--- config.mk ---
export PLATFORM = sky130hd
export DESIGN_NAME = wb_trace_buffer
export DESIGN_NICKNAME = d
export VERILOG_FILES = /design/src/rtl/trace_pkg.sv /design/src/rtl/trace_ram.sv /design/src/rtl/wb_trace_buffer.sv
export SDC_FILE = /design/constraint.sdc
export NUM_CORES = 1
export LEC_CHECK = 0
export CAP_MARGIN = 5
export CORE_ASPECT_RATIO = 0.75
export CORE_UTILIZATION = 40
export DETAILED_ROUTE_END_ITERATION = 6
export GPL_TIMING_DRIVEN = 0
export PLACE_DENSITY = 0.62
export SYNTH_ARGS = -nofsm -noshare
export SYNTH_HDL_FRONTEND = slang
export SYNTH_SLANG_ARGS = --single-unit
--- constraint.sdc ---
create_clock -name clk -period 15 [get_ports clk]
set_input_delay 2.25 -clock clk [delete_from_list [all_inputs] [get_ports clk]]
set_output_delay 2.25 -clock clk [all_outputs]
set_load 0.005 [all_outputs]
--- src/rtl/trace_pkg.sv ---
// Shared types and constants for the writeback trace buffer.
// Optional timestamp field is controlled by the TRACE_TIMESTAMP_EN macro.
package trace_pkg;

    typedef enum logic [1:0] {
        IDLE    = 2'd0,
        ARMED   = 2'd1,
        CAPTURE = 2'd2,
        DONE    = 2'd3
    } trace_state_e;

    localparam logic MODE_STOP = 1'b0;
    localparam logic MODE_WRAP = 1'b1;

    // Default-width entry layout, as seen by host-side decoders.
    localparam int TRACE_DATA_W = 32;
    localparam int TRACE_TS_W   = 16;

    typedef struct packed {
`ifdef TRACE_TIMESTAMP_EN
        logic [TRACE_TS_W-1:0]   ts;
`endif
        logic [4:0]              dest;
        logic [TRACE_DATA_W-1:0] data;
    } trace_entry_t;

endpackage

--- src/rtl/trace_ram.sv ---
// Trace entry storage: one synchronous write port, one asynchronous read port.
module trace_ram
    import trace_pkg::*;
#(
    parameter int WIDTH = 37,
    parameter int DEPTH = 16,
    parameter int AW    = $clog2(DEPTH)
) (
    input  logic             clk,
    input  logic             we,
    input  logic [AW-1:0]    waddr,
    input  logic [WIDTH-1:0] wdata,
    input  logic [AW-1:0]    raddr,
    output logic [WIDTH-1:0] rdata
);

    logic [WIDTH-1:0] mem [DEPTH];

    // Entry write; contents are meaningless until the matching pointer says otherwise.
    always_ff @(posedge clk) begin
        if (we) begin
            mem[waddr] <= wdata;
        end
    end

    assign rdata = mem[raddr];

endmodule

--- src/rtl/wb_trace_buffer.sv ---
// Writeback trace capture: snoops W-stage register writes into a circular buffer
// drained through a valid/ready port. Define TRACE_TIMESTAMP_EN to add a
// free-running cycle counter stamped into every entry and the rd_ts port.
module wb_trace_buffer
    import trace_pkg::*;
#(
    parameter int DATA_W = 32,
    parameter int DEPTH  = 16,
    parameter int TS_W   = 16
) (
    input  logic                       clk,
    input  logic                       rst,
    input  logic                       wwreg,
    input  logic                       wm2reg,
    input  logic [4:0]                 wdestReg,
    input  logic [DATA_W-1:0]          wr,
    input  logic [DATA_W-1:0]          wdo,
    input  logic                       arm,
    input  logic                       mode,
    input  logic                       trig_en,
    input  logic [4:0]                 trig_reg,
    input  logic                       rd_ready,
    output logic                       rd_valid,
    output logic [4:0]                 rd_dest,
    output logic [DATA_W-1:0]          rd_data,
`ifdef TRACE_TIMESTAMP_EN
    output logic [TS_W-1:0]            rd_ts,
`endif
    output logic [$clog2(DEPTH+1)-1:0] count,
    output logic                       full,
    output logic                       overflow,
    output logic [1:0]                 state
);

    localparam int PW = $clog2(DEPTH);
    localparam int CW = $clog2(DEPTH+1);

    typedef struct packed {
`ifdef TRACE_TIMESTAMP_EN
        logic [TS_W-1:0]   ts;
`endif
        logic [4:0]        dest;
        logic [DATA_W-1:0] data;
    } entry_t;

    localparam int EW = $bits(entry_t);

    trace_state_e    state_reg, state_next;
    logic [PW-1:0]   head_reg, head_next;
    logic [PW-1:0]   tail_reg, tail_next;
    logic [CW-1:0]   count_reg, count_next;
    logic            overflow_reg, overflow_next;
    logic            push, push_req, do_pop, qual, full_int;
    entry_t          wentry, rentry;

    assign qual     = wwreg && (wdestReg != 5'd0);
    assign full_int = (count_reg == CW'(DEPTH));
    assign rd_valid = (count_reg != '0);
    assign do_pop   = rd_valid && rd_ready;

`ifdef TRACE_TIMESTAMP_EN
    logic [TS_W-1:0] ts_reg;

    // Free-running capture timestamp, wraps modulo 2^TS_W.
    always_ff @(posedge clk or posedge rst) begin
        if (rst) ts_reg <= '0;
        else     ts_reg <= ts_reg + 1'b1;
    end

    assign wentry.ts = ts_reg;
    assign rd_ts     = rd_valid ? rentry.ts : '0;
`else
    logic [TS_W-1:0] unused_ts_w;
    assign unused_ts_w = '0;
`endif

    assign wentry.dest = wdestReg;
    assign wentry.data = wm2reg ? wdo : wr;

    // FSM, pointer and occupancy next-state; arm overrides any push or pop.
    always_comb begin
        state_next    = state_reg;
        head_next     = head_reg;
        tail_next     = tail_reg;
        count_next    = count_reg;
        overflow_next = overflow_reg;
        push_req      = 1'b0;
        push          = 1'b0;
        if (arm) begin
            head_next     = '0;
            tail_next     = '0;
            count_next    = '0;
            overflow_next = 1'b0;
            state_next    = trig_en ? ARMED : CAPTURE;
        end else begin
            case (state_reg)
                ARMED: begin
                    if (qual && (wdestReg == trig_reg)) begin
                        push_req   = 1'b1;
                        state_next = CAPTURE;
                    end
                end
                CAPTURE: push_req = qual;
                DONE:    if (qual) overflow_next = 1'b1;
                default: ;
            endcase
            // A full STOP-mode buffer with no slot freed this cycle drops the write.
            if (push_req && full_int && (mode == MODE_STOP) && !do_pop) begin
                overflow_next = 1'b1;
                state_next    = DONE;
            end else begin
                push = push_req;
                if (push)   tail_next = tail_reg + 1'b1;
                if (do_pop) head_next = head_reg + 1'b1;
                // WRAP overwrite: oldest entry is discarded by advancing head.
                if (push && full_int && !do_pop) begin
                    head_next     = head_reg + 1'b1;
                    overflow_next = 1'b1;
                end
                if (push && !do_pop && !full_int) count_next = count_reg + 1'b1;
                else if (!push && do_pop)         count_next = count_reg - 1'b1;
                if (push && (mode == MODE_STOP) && (count_next == CW'(DEPTH)))
                    state_next = DONE;
            end
        end
    end

    // Control state registers.
    always_ff @(posedge clk or posedge rst) begin
        if (rst) begin
            state_reg    <= IDLE;
            head_reg     <= '0;
            tail_reg     <= '0;
            count_reg    <= '0;
            overflow_reg <= 1'b0;
        end else begin
            state_reg    <= state_next;
            head_reg     <= head_next;
            tail_reg     <= tail_next;
            count_reg    <= count_next;
            overflow_reg <= overflow_next;
        end
    end

    trace_ram #(
        .WIDTH (EW),
        .DEPTH (DEPTH),
        .AW    (PW)
    ) u_ram (
        .clk   (clk),
        .we    (push),
        .waddr (tail_reg),
        .wdata (wentry),
        .raddr (head_reg),
        .rdata (rentry)
    );

    // Outputs read zero while the buffer is empty so reset values are clean.
    assign rd_dest  = rd_valid ? rentry.dest : 5'd0;
    assign rd_data  = rd_valid ? rentry.data : '0;
    assign count    = count_reg;
    assign full     = full_int;
    assign overflow = overflow_reg;
    assign state    = state_reg;

endmodule

==> key figures <==
Floorplanning
  • I/O pins: about 130
  • Die Footprint: 62100 µm²
  • Die Ht: 216 µm
  • Site Rows: 78
  • Core area: a little over 60000 µm²
  • Die width: 287 µm
  • Initial Util: 0.405

Final layout
  • P&R area growth vs syn: 19.1%
  • Fin nets: 1668
  • Fill cell count: 4975
  • Sequential Area: about 18000 µm²
  • Area occupied by multi-input gates: 5950 µm²
  • Number of flip-flops in the largest register: around 590
  • Fraction of layout cells with a size suffix above 1: 0.174
  • Final non-filler cell total: 2423
  • Ant. Diodes: 0

Worst hold path
  • Worst hold path type: reg -> reg
  • Hold Path Depth: 2
  • HP Start: overflow
  • Hold Path Sink: overflow

Timing
  • Worst clock skew: 0.0198 ns
  • RSZ-0062 raised after global routing: false
  • Final period util: 0.430
  • Final Hold Viols: 0
  • Worst-margin pin slew: 1.06 ns
  • Fmax: 0.155 GHz
  • Setup tns final: 0 ns
  • Final slew viol count: 0
  • Post-layout minimum cycle time: around 6.5 ns
  • Rel. slew slack: 0.293
  • Finish-stage setup viols: 0

Synthesis
  • Largest cells by area after synthesis: edfxtp_1, mux4_2, mux2i_1
  • Sequential element share of the synthesized area: 0.744
  • Post-synth EDFFs: 592
  • Post-synth ARST share: 0.0263
  • Most frequent cell after synthesis: edfxtp_1
  • Mapped Cells: between 1000 and 1500
  • Leading area contributor after synthesis: edfxtp_1
  • Seq cells post-synth: between 600 and 700
  • Synth Flop Type: edfxtp_1
  • Post-synth top cells: edfxtp_1, mux2i_1, nor2_1, mux4_2, nand2_1
  • Syn Nets: 1440
  • Cell Area, Synth: 24400 µm²
  • Yosys Warn Count: 0
  • Share of the synthesized area in the top cell type: 0.727
  • Synth unique cells: 57
  • Avg Cell Area, Syn: 18.1 µm²

Critical path
  • CP Capture Type: primary output
  • Bufs and invs on worst path: 4
  • Worst Path Required: 12.75 ns
  • Critical Path AT: around 4.2 ns
  • Critical Path Max Stage Delay: between 0.6 and 0.7 ns
  • Critical-path cell list: clkbuf_1 > clkbuf_1 > buf_2 > mux2i_1 > o221ai_1 > o22ai_1 > a211oi_1 > clkdlybuf4s50_1
  • Cells on worst reg2reg path: 11
  • Critical path launch point: head_reg[0]
  • Reg2Reg Setup Slack: between 10 and 15 ns
  • Most used cell, CP: clkbuf_1
  • Crit Reg-Reg Endpoint: u_ram.mem[1][19]
  • Worst Path Max Fanout: 10
  • Worst Setup Path Type: reg -> out
  • Crit-path slowest cell: clkdlybuf4s50_1
  • CP top delay family: buffers and inverters
  • Startpoint types: flip-flop
  • Reg2reg start: count[0]

Clocking
  • CTS tree: yes
  • Max H-tree Level: 2
  • Post-CTS setup buffer count: 0
  • Total CTS buffers: 58
  • Resize count post-CTS: 0
  • Clk buf depth: 3
  • CTS Hold Buffers Added: 0
  • Sink Count: 608
  • Clk root buf: clkbuf_16
  • Clock Latency Late Sink: 0.60 ns
  • Clock-pin transition on the worst setup and hold timing paths: 0.06 ns

Global route
  • Initial antenna violation count: 1
  • First-pass GRT wire length: 84100 µm
  • All-Layer GR Usage: 0.183
  • GRT overflow: 0
  • Pin count of the biggest net entering global routing: 26
  • Vias in the first global route: approximately 13000

Route
  • Routed via count: 13100
  • Drt wl/cell: 23.1 µm
  • Post-Route WL: 56100 µm
  • Detail Route Antenna Nets: 0
  • Via-to-Cell Ratio: 5.39
  • Drt initial violations: 1082
  • DRC viols: 0
  • Drt pass-1 iters: 6

Status
  • Outcome: complete, no violations

Placement
  • Dpl cells: 2315
  • I/O Buffers: 125
  • Final HPWL DP: 38100 µm
  • Gpl congestion: 0.792

Pwr
  • Max VDD drop: 0.000105 V
  • Total power per unit cell area: between 100 and 150 nW/µm²
  • Leakage Power: 9.01 nW

Flow run
  • Total of max-cap violations: 0
==> kinds of logic (layout without fill, tap and decap cells) <==
group	Yosys count	count (layout)	share of synthesized area
AOI/OAI and AO/OA	177	177	0.0497
xor gates and xnor gates	10	10	0.00358
adders and majority gates	11	11	0.00563
buffers and inverters	90	366	0.0156
DFF	608	608	0.744
muxes	261	261	0.147
and+or+nand+nor	190	190	0.0351
==> cell usage in the layout (no fill, tap or decap), types with 6 or more instances in the layout <==
cell,n
clkbuf_1,57
buf_1,10
clkinv_1,11
dfrtp_1,16
mux4_2,74
a21oi_1,11
mux2_2,32
nand2_1,48
clkinv_2,13
clkdlybuf4s50_1,125
and3_2,7
a211oi_1,37
nand2b_1,6
buf_4,20
o22ai_1,37
buf_6,13
mux2i_1,153
ha_1,11
inv_1,9
edfxtp_1,592
buf_12,6
nor2_1,90
buf_2,25
o21ai_0,40
clkbuf_16,58
xnor2_1,9
o221ai_1,37
==> per-stage QoR <==
| stage | setup slack (ns) | util | hold slack, ns | area, µm² | total power, W |
|---|---|---|---|---|---|
| after detailed placement | 8.46 | 0.452 | 0.510 | 27300 | 0.00296 |
| after CTS | 8.52 | 0.482 | 0.527 | 29100 | 0.00435 |
| after global placement | 1.37 | 0.442 | 0.504 | 26700 | 0.00295 |
| after global routing | 8.36 | 0.482 | 0.613 | 29100 | 0.00448 |
| after floorplan | 7.26 | - | 0.496 | 24400 | 0.00255 |
| final | 8.54 | 0.482 | 0.517 | 29100 | 0.00431 |
==> how the worst max path moves through the flow <==
stage | endpoint | depth (start not counted) | slack [ns]
2_1_floorplan | u_ram.mem[9][0] | 7 | 7.26
3_3_place_gp | u_ram.mem[9][16] | 8 | 1.37
3_5_place_dp | u_ram.mem[1][15] | 10 | 8.46
4_1_cts | rd_data[31] | 8 | 8.52
5_1_grt | rd_data[31] | 8 | 8.36
6_report | rd_data[31] | 8 | 8.54
==> worst reg2reg max path: stages, from the launching register on <==
cell and delay, ns:
dfrtp_1 0.46, inv_1 0.12, ha_1 0.22, nor2b_1 0.14
nand3_1 0.17, or3_1 0.17, nand3_1 0.10, buf_2 0.26
nor2_1 0.32, nor4bb_4 0.90, buf_8 0.26, buf_6 0.20
==> layout make-up <==
type,count,area share
Buffer,80,0.0118
Inverter,10,0.00129
Timing Repair Buffer,168,0.0611
Tap cell,800,0.0344
Sequential cell,608,0.625
Clock inverter,35,0.00998
Multi-Input combinational cell,649,0.205
Clock buffer,73,0.0522
==> power by group <==
part | leakage, nW | total, W | switching (W) | internal (W)
registers | 5.54 | 0.00190 | 0.0000105 | 0.00189
clock network | 0.880 | 0.00140 | 0.000613 | 0.000785
logic | 2.60 | 0.00101 | 0.000525 | 0.000487
==> routing by layer <==
| layer | GRT usage | vias to the layer above | routed length (µm) |
|---|---|---|---|
| met5 | 0 | - | 0 |
| met1 | 0.269 | 6693 | 26000 |
| met4 | 0.0413 | 0 | 971 |
| met3 | 0.0284 | 77 | 3180 |
| met2 | 0.286 | 391 | 26000 |
| li1 | - | 5893 | - |
No activity file was read; power rests on OpenSTA's default activity.
